[src/rtl/regchain_pkg.sv]
// rtl/regchain_pkg.sv - shared constants, BIST state enum and LFSR step for regchain_bank
// Contents: LFSR width/mask/seed, cycle-counter width, err_cnt width, bist_state_e, lfsr_step().
package regchain_pkg;

    localparam int LFSR_W = 16;
    localparam logic [LFSR_W-1:0] LFSR_MASK = 16'hB400;
    localparam logic [LFSR_W-1:0] LFSR_SEED = 16'hACE1;
    localparam int CNT_W = 16;
    localparam int ERR_W = 8;

    typedef enum logic [1:0] {
        ST_IDLE  = 2'd0,
        ST_FILL  = 2'd1,
        ST_CHECK = 2'd2,
        ST_DONE  = 2'd3
    } bist_state_e;

    // Galois, right-shift: feedback taps applied when the bit shifted out is 1.
    function automatic logic [LFSR_W-1:0] lfsr_step(input logic [LFSR_W-1:0] s);
        return (s >> 1) ^ (s[0] ? LFSR_MASK : '0);
    endfunction

endpackage

[src/rtl/regchain_lfsr.sv]
// rtl/regchain_lfsr.sv - 16-bit Galois LFSR with seed load and advance enable
// Ports: clk, rst_n (sync, active-low, reloads seed), load (reseed, wins over adv),
//        adv (step once), state (current LFSR value).
module regchain_lfsr
    import regchain_pkg::*;
(
    input  logic              clk,
    input  logic              rst_n,
    input  logic              load,
    input  logic              adv,
    output logic [LFSR_W-1:0] state
);

    logic [LFSR_W-1:0] state_q;
    logic [LFSR_W-1:0] state_d;

    always_comb begin
        state_d = state_q;
        if (load) begin
            state_d = LFSR_SEED;
        end else if (adv) begin
            state_d = lfsr_step(state_q);
        end
    end

    always_ff @(posedge clk) begin
        if (!rst_n) begin
            state_q <= LFSR_SEED;
        end else begin
            state_q <= state_d;
        end
    end

    assign state = state_q;

endmodule

[src/rtl/regchain_bank.sv]
// rtl/regchain_bank.sv - parametrised bank of shift-register chains with hold, ring and LFSR BIST
// Ports: clk, rst_n (sync, active-low); din[CHANNELS] serial inputs; shift_en, loopback,
//        bist_start controls; dout[CHANNELS] last stages; bist_busy, bist_done status;
//        fail_mask[CHANNELS] sticky mismatch flags; err_cnt[8] saturating mismatch-cycle count.
// Macro REGCHAIN_FAULT_INJECT_EN adds input fault_inj, which inverts channel 0's BIST injection.
module regchain_bank
    import regchain_pkg::*;
#(
    parameter int CHANNELS = 8,
    parameter int DEPTH    = 80,
    parameter int BIST_LEN = 256
) (
    input  logic                clk,
    input  logic                rst_n,
    input  logic [CHANNELS-1:0] din,
    input  logic                shift_en,
    input  logic                loopback,
    input  logic                bist_start,
`ifdef REGCHAIN_FAULT_INJECT_EN
    input  logic                fault_inj,
`endif
    output logic [CHANNELS-1:0] dout,
    output logic                bist_busy,
    output logic                bist_done,
    output logic [CHANNELS-1:0] fail_mask,
    output logic [ERR_W-1:0]    err_cnt
);

    localparam logic [CNT_W-1:0] FILL_LAST  = CNT_W'(DEPTH - 1);
    localparam logic [CNT_W-1:0] CHECK_LAST = CNT_W'(BIST_LEN - 1);

    bist_state_e         state_q;
    logic [CNT_W-1:0]    cnt_q;
    logic [CHANNELS-1:0] fail_q;
    logic [ERR_W-1:0]    err_q;
    logic                busy_q;
    logic                done_q;

    logic                start_acc;
    logic                in_check;
    logic                fault_bit;
    logic [LFSR_W-1:0]   gen_state;
    logic [LFSR_W-1:0]   exp_state;
    logic [CHANNELS-1:0] inj;
    logic [CHANNELS-1:0] mism;
    logic                lfsr_unused;

`ifdef REGCHAIN_FAULT_INJECT_EN
    assign fault_bit = fault_inj;
`else
    assign fault_bit = 1'b0;
`endif

    // Requests while busy are dropped; only IDLE/DONE accept a start.
    assign start_acc = bist_start && !busy_q;
    assign in_check  = (state_q == ST_CHECK);

    // gen runs through FILL and CHECK; exp sits on the seed during FILL so its
    // first CHECK value lines up with the first injected pattern reaching dout.
    regchain_lfsr gen (
        .clk   (clk),
        .rst_n (rst_n),
        .load  (start_acc),
        .adv   (busy_q),
        .state (gen_state)
    );

    regchain_lfsr exp (
        .clk   (clk),
        .rst_n (rst_n),
        .load  (start_acc),
        .adv   (in_check),
        .state (exp_state)
    );

    // Only the low CHANNELS bits of each LFSR feed the chains.
    assign lfsr_unused = ^{gen_state, exp_state};

    always_comb begin
        inj    = gen_state[CHANNELS-1:0];
        inj[0] = inj[0] ^ fault_bit;
        mism   = in_check ? (dout ^ exp_state[CHANNELS-1:0]) : '0;
    end

    for (genvar c = 0; c < CHANNELS; c++) begin : g_chain
        logic [DEPTH-1:0] stage_q;
        logic             in_bit;

        always_comb begin
            in_bit = busy_q ? inj[c] : (loopback ? stage_q[DEPTH-1] : din[c]);
        end

        always_ff @(posedge clk) begin
            if (!rst_n) begin
                stage_q <= '0;
            end else if (busy_q || shift_en) begin
                stage_q <= {stage_q[DEPTH-2:0], in_bit};
            end
        end

        assign dout[c] = stage_q[DEPTH-1];
    end

    always_ff @(posedge clk) begin
        if (!rst_n) begin
            state_q <= ST_IDLE;
            cnt_q   <= '0;
            fail_q  <= '0;
            err_q   <= '0;
            busy_q  <= 1'b0;
            done_q  <= 1'b0;
        end else begin
            case (state_q)
                ST_IDLE, ST_DONE: begin
                    if (bist_start) begin
                        state_q <= ST_FILL;
                        cnt_q   <= '0;
                        fail_q  <= '0;
                        err_q   <= '0;
                        busy_q  <= 1'b1;
                        done_q  <= 1'b0;
                    end
                end
                ST_FILL: begin
                    if (cnt_q == FILL_LAST) begin
                        state_q <= ST_CHECK;
                        cnt_q   <= '0;
                    end else begin
                        cnt_q <= cnt_q + CNT_W'(1);
                    end
                end
                ST_CHECK: begin
                    fail_q <= fail_q | mism;
                    if ((|mism) && (err_q != {ERR_W{1'b1}})) begin
                        err_q <= err_q + ERR_W'(1);
                    end
                    if (cnt_q == CHECK_LAST) begin
                        state_q <= ST_DONE;
                        cnt_q   <= '0;
                        busy_q  <= 1'b0;
                        done_q  <= 1'b1;
                    end else begin
                        cnt_q <= cnt_q + CNT_W'(1);
                    end
                end
                default: state_q <= ST_IDLE;
            endcase
        end
    end

    assign bist_busy = busy_q;
    assign bist_done = done_q;
    assign fail_mask = fail_q;
    assign err_cnt   = err_q;

endmodule

[config.mk]
export PLATFORM = sky130hd
export DESIGN_NAME = regchain_bank
export DESIGN_NICKNAME = d
export VERILOG_FILES = /design/src/rtl/regchain_pkg.sv /design/src/rtl/regchain_lfsr.sv /design/src/rtl/regchain_bank.sv
export SDC_FILE = /design/constraint.sdc
export NUM_CORES = 1
export LEC_CHECK = 0
export BUFFER_PORTS_ARGS = -buffer_cell sky130_fd_sc_hd__buf_4
export CAP_MARGIN = 15
export CELL_PAD_IN_SITES_DETAIL_PLACEMENT = 1
export CELL_PAD_IN_SITES_GLOBAL_PLACEMENT = 2
export CORE_UTILIZATION = 41
export CTS_CLUSTER_DIAMETER = 80
export CTS_CLUSTER_SIZE = 12
export DETAILED_ROUTE_END_ITERATION = 8
export GPL_TIMING_DRIVEN = 0
export PLACE_DENSITY = 0.87
export SLEW_MARGIN = 10
export SYNTH_ARGS = -nofsm -noshare
export SYNTH_HDL_FRONTEND = slang
export SYNTH_SLANG_ARGS = --single-unit
[constraint.sdc]
create_clock -name clk -period 4.12 [get_ports clk]
set_input_delay 0.824 -clock clk [delete_from_list [all_inputs] [get_ports clk]]
set_output_delay 0.824 -clock clk [all_outputs]
set_load 0.02 [all_outputs]
# Yosys cells after proc, flatten, opt, wreduce, memory -nomap -nowiden
# Cells that the tools add are included.
# op_classes
n_bitwise,5
reduce_logical,13
n_mux,37
eq_ne,10
addsub,2
# ops
op,n
two-way mux 16 bit,5
case mux 16 bit (3 select lines),1
case mux 8 bit (2 select lines),2
bitwise XOR 15 x 16 -> 16 bit,2
two-way mux 8 bit,3
two-way mux 1 bit,20
"adder 16 x 1 -> 16 bit, second input constant",1
"equality test 16 x 7 -> 1 bit, second input constant",1
"equality test 16 x 8 -> 1 bit, second input constant",1
AND reduction 3 bit,3
"adder 8 x 1 -> 8 bit, second input constant",1
"!= test 8 bit, second input constant",1
OR 8 bit,1
OR reduction 8 bit,1
bitwise XOR 8 bit,1
two-way mux 2 bit,3
case mux 2 bit (3 select lines),1
"equality test 2 bit, second input constant",2
"!= test 2 x 1 -> 1 bit, second input constant",2
"!= test 2 bit, second input constant",2
case mux 1 bit (2 select lines),2
OR reduction 2 bit,2
"equality test 2 x 1 -> 1 bit, second input constant",1
logical AND 1 bit,2
6 further kinds,6
# totals
reg_bits,708
input_bits,13
out_inout_bits,26

# Logic depth before layout (Yosys ltp)
# depth
depth_word,6
mapped_depth,9
depth_no_buf,7

# Cells and area by module
# Synthesis repeated with hierarchy kept, for this count alone.
# unflattened
hier_cells,3148
area_unflattened_um2,25435.6
# by_module_without_submodules
mod,cells_each,instances,area_each_um2,seq_area_each_um2
regchain_bank,3030,1,24134.4,13533.0
regchain_lfsr,59,2,650.6,320.3

# Least setup slack after synthesis
# No wires, ideal clock.
# synth_path
path_type,input port to flip-flop
from,input shift_en
to,register g_chain[1].stage_q[74]
setup_ps,132
arrival_time_ps,1857
required_time_ps,3988
setup_slack_ps,2130
stages,7
path_cell_list,buf_2 > or2_2 > buf_2 > clkbuf_1 > buf_2 > nand2_1 > a21oi_1
# synth_via
elab_chain_len,1
# synth_lines
element,line_no,text
from (decl),regchain_bank.sv:16,"input logic shift_en,"
logical OR 1 bit,regchain_bank.sv:96,end else if (busy_q || shift_en) begin
to (signal assigned),regchain_bank.sv:97,"stage_q <= {stage_q[DEPTH-2:0], in_bit};"
to (decl),regchain_bank.sv:86,logic [DEPTH-1:0] stage_q;
# Every way passes these cells.
# A chain may end at the register's enable or synchronous reset.

# Worst setup path after layout
# layout_path
from,input rst_n
to,register g_chain[2].stage_q[77]
# layout_rtl
element,line_no,text
from (decl),regchain_bank.sv:14,"input logic rst_n,"
to (signal assigned),regchain_bank.sv:97,
to (decl),regchain_bank.sv:86,
# No word-level cell between the ends.

==> impl_metrics.py <==
metrics = {
    "run_status": {
        "status": "completed",
    },
    "floorplanning": {
        "start_util_pct": 41.79,
        "fp-row-count": 90,
        "io_pins": 39,
        "die_y_microns": 250.7,
        "die_width_microns": 250.7,
        "core_sq_um": 60700,
        "dieArea_sq_um": 62860,
    },
    "logic_synthesis": {
        "synthTopCellsByArea": "dfxtp_1 (56%), nand2_1 (19%), a21oi_1 (11%)",
        "ys_seq_elements": 708,
        "syn-cell-area_sq_um": 25360,
        "ys_async_sr_fraction_pct": 0,
        "ys_types": 56,
        "synth_top_cell_area_share_pct": 55.88,
        "synth_top_flop_cell": "dfxtp_1",
        "synth_fp_nets": 3174,
        "yosysSeqAreaShare_pct": 55.88,
        "yosysMostFrequentCell": "nand2_1",
        "synth_edf_count": 0,
        "synth_cells": 3156,
        "syn_area_per_cell_sq_um": 8.037,
        "synth_top_cells_by_count": "nand2_1 (1300), dfxtp_1 (708), a21oi_1 (574)",
        "yosys.area.top_type": "dfxtp_1",
        "yosys_warnings": 0,
    },
    "sta": {
        "layout_min_cycle_time_ns": 2.762,
        "drv_slew": 0,
        "tns_ns": 0,
        "rsz0062_at_grt": "false",
        "hold_viol": 0,
        "timing.final.ws_setup_ns": 1.358,
        "min_period_over_period_pct": 67.04,
        "setup_viol": 0,
        "finClkSkew_ns": 0.01259,
        "tightestPinTransition_ns": 0.9342,
        "slew_headroom_pct": 37.72,
        "fmax_mhz": 362.1,
    },
    "routing": {
        "vias_per_cell": 5.069,
        "vias": 20530,
        "ant_nets": 0,
        "drcViolationCount": 0,
        "routed_wl_microns": 58330,
        "wl_per_cell_microns": 14.40,
        "drt-initial-drc-count": 885,
        "first_pass_iters": 4,
    },
    "clock_network": {
        "clkSinkCount": 708,
        "clkTransAtPathRegs_ns": 0.06,
        "cts_resized": 0,
        "clk_latency_ns": 0.60,
        "htree_levels": 3,
        "cts_hold_buf": 0,
        "cts_root_buf": "clkbuf_16",
        "cts_buffers": 68,
        "post-cts-setup-buffers": 0,
        "cts_tree": "done",
        "cts_max_path_buffers": 3,
    },
    "layout": {
        "drive_above_1_share_pct": 7.198,
        "final_net_count": 3280,
        "area_growth_pct": 12.15,
    },
    "worst_setup_path": {
        "required_ns": 4.57,
        "critPathKind": "input pin to flop",
        "critPathMaxFanout": 11,
        "end_kind": "flop",
        "crit_path_start_kind": "input pin",
        "r2r_cells": 7,
        "worst_ep_arrival_time_ns": 3.21,
    },
    "power_and_ir_drop": {
        "ir_worst_vdd_mv": 0.2887,
        "power_density_nw_per_um2": 504.3,
        "p_leak_uw": 0.009297,
    },
    "run": {
        "cap_violations": 0,
    },
    "hold_path": {
        "min_path_type": "flop to flop",
        "whs_path_depth": 2,
    },
    "place": {
        "place_ws_ns": 0.7722,
        "portBuffers": 36,
        "place.gp.congestion": 0.7483,
        "place_hpwl_microns": 39240,
    },
    "global_routing": {
        "grt_max_degree": 13,
        "grt_pass1_wl_microns": 99020,
        "track_usage_pct": 18.69,
        "grt_pass1_vias": 20870,
        "overflow": 0,
        "antenna_found_initial": 2,
    },
}
==> power breakdown <==
part / leakage [uW] / switching [uW] / internal, uW
Combinational: 0.00269 / 1330 / 436
Clock: 0.000900 / 2470 / 3100
Sequential: 0.00571 / 70.9 / 6940
Total: 0.00930 / 3870 / 10500
==> critical path, cell delays in order <==
cell,delay [ns]
buf_4,0.12
clkbuf_1,0.30
inv_1,0.21
buf_2,0.39
clkbuf_1,0.75
clkbuf_1,0.49
a21oi_1,0.11
==> sequential cells by signal (all words and copies together), names as in the netlist <==
name	count
bist_busy	1
bist_done	1
exp.state	16
g_chain.stage_q	640
cnt_q	16
gen.state	16
fail_mask	8
state_q	2
err_cnt	8
==> per-stage QoR <==
stage	cells	util (%)	hold WS [ns]	power [uW]	cell area, sq um
finish	4050	46.87	0.4481	14350	28450
global route	4049	46.86	0.4648	15030	28440
CTS	4047	46.86	0.4518	14610	28440
detailed placement	3974	43.85	0.4439	8951	26610
global placement	3974	43.85	0.4373	8895	26610
floorplan	3156	-	0.4321	8389	25360
==> metal layers <==
metal,up-vias,share of wire (%),track usage [%]
met4,0,2.5,6.082
met5,-,0,0
met1,9857,47,23.43
met3,93,2.6,3.273
met2,164,48,32.37
li1,10410,-,-
==> final timing paths <==
check | start | to | slack [ns]
setup / recovery | rst_n | g_chain[2].stage_q[77] | 1.36
hold / removal | g_chain[2].stage_q[43] | g_chain[2].stage_q[43] | 0.45
setup reg to reg | bist_busy | g_chain[2].stage_q[77] | 1.82
hold reg to reg | g_chain[2].stage_q[43] | g_chain[2].stage_q[43] | 0.45
==> cell families after synthesis <==
logic type / after synthesis / share of synthesized area [%]
muxes: 34 / 1.342
DFF: 708 / 55.88
and+or+nand+nor: 1416 / 21.70
AOI/OAI and AO/OA: 725 / 15.77
buffers and inverters: 253 / 4.538
adders and majority gates: 5 / 0.2466
xor gates and xnor gates: 15 / 0.5179
==> layout by cell type, fill, tap and decap left out, types with 3 or more instances in the layout <==
cell type,synthesis,final
nand3b_1,4,4
a22o_1,3,3
clkbuf_16,0,73
xor2_1,10,10
and3_1,5,5
buf_2,103,103
a31oi_1,11,11
o211ai_1,5,5
buf_1,8,8
o2111ai_1,6,6
mux2i_1,34,34
o21ai_1,5,5
clkbuf_1,119,119
nor3_1,6,6
diode_2,0,3
nor2_1,49,49
dfxtp_1,708,708
ha_1,5,5
buf_4,11,47
o21ai_0,8,8
a211oi_1,10,10
nand2b_1,4,4
nor2b_1,4,4
nand3_1,14,14
xnor2_1,5,5
nand2_1,1300,1300
and2_1,5,5
a21oi_1,574,574
inv_1,9,9
a21boi_0,89,89
nor4_2,3,3
nand4_1,7,7
==> layout make-up <==
type                            instances  area [sq um]
Antenna cell                            3         7.507
Buffer                                244          1117
Clock buffer                           73          1827
Fill cell                            7286         32250
Inverter                                9         33.78
Multi-Input combinational cell       2195         10040
Sequential cell                       708         14170
Tap cell                              782         978.4
Timing Repair Buffer                   36         270.3
No activity file was read; power rests on OpenSTA's default activity.
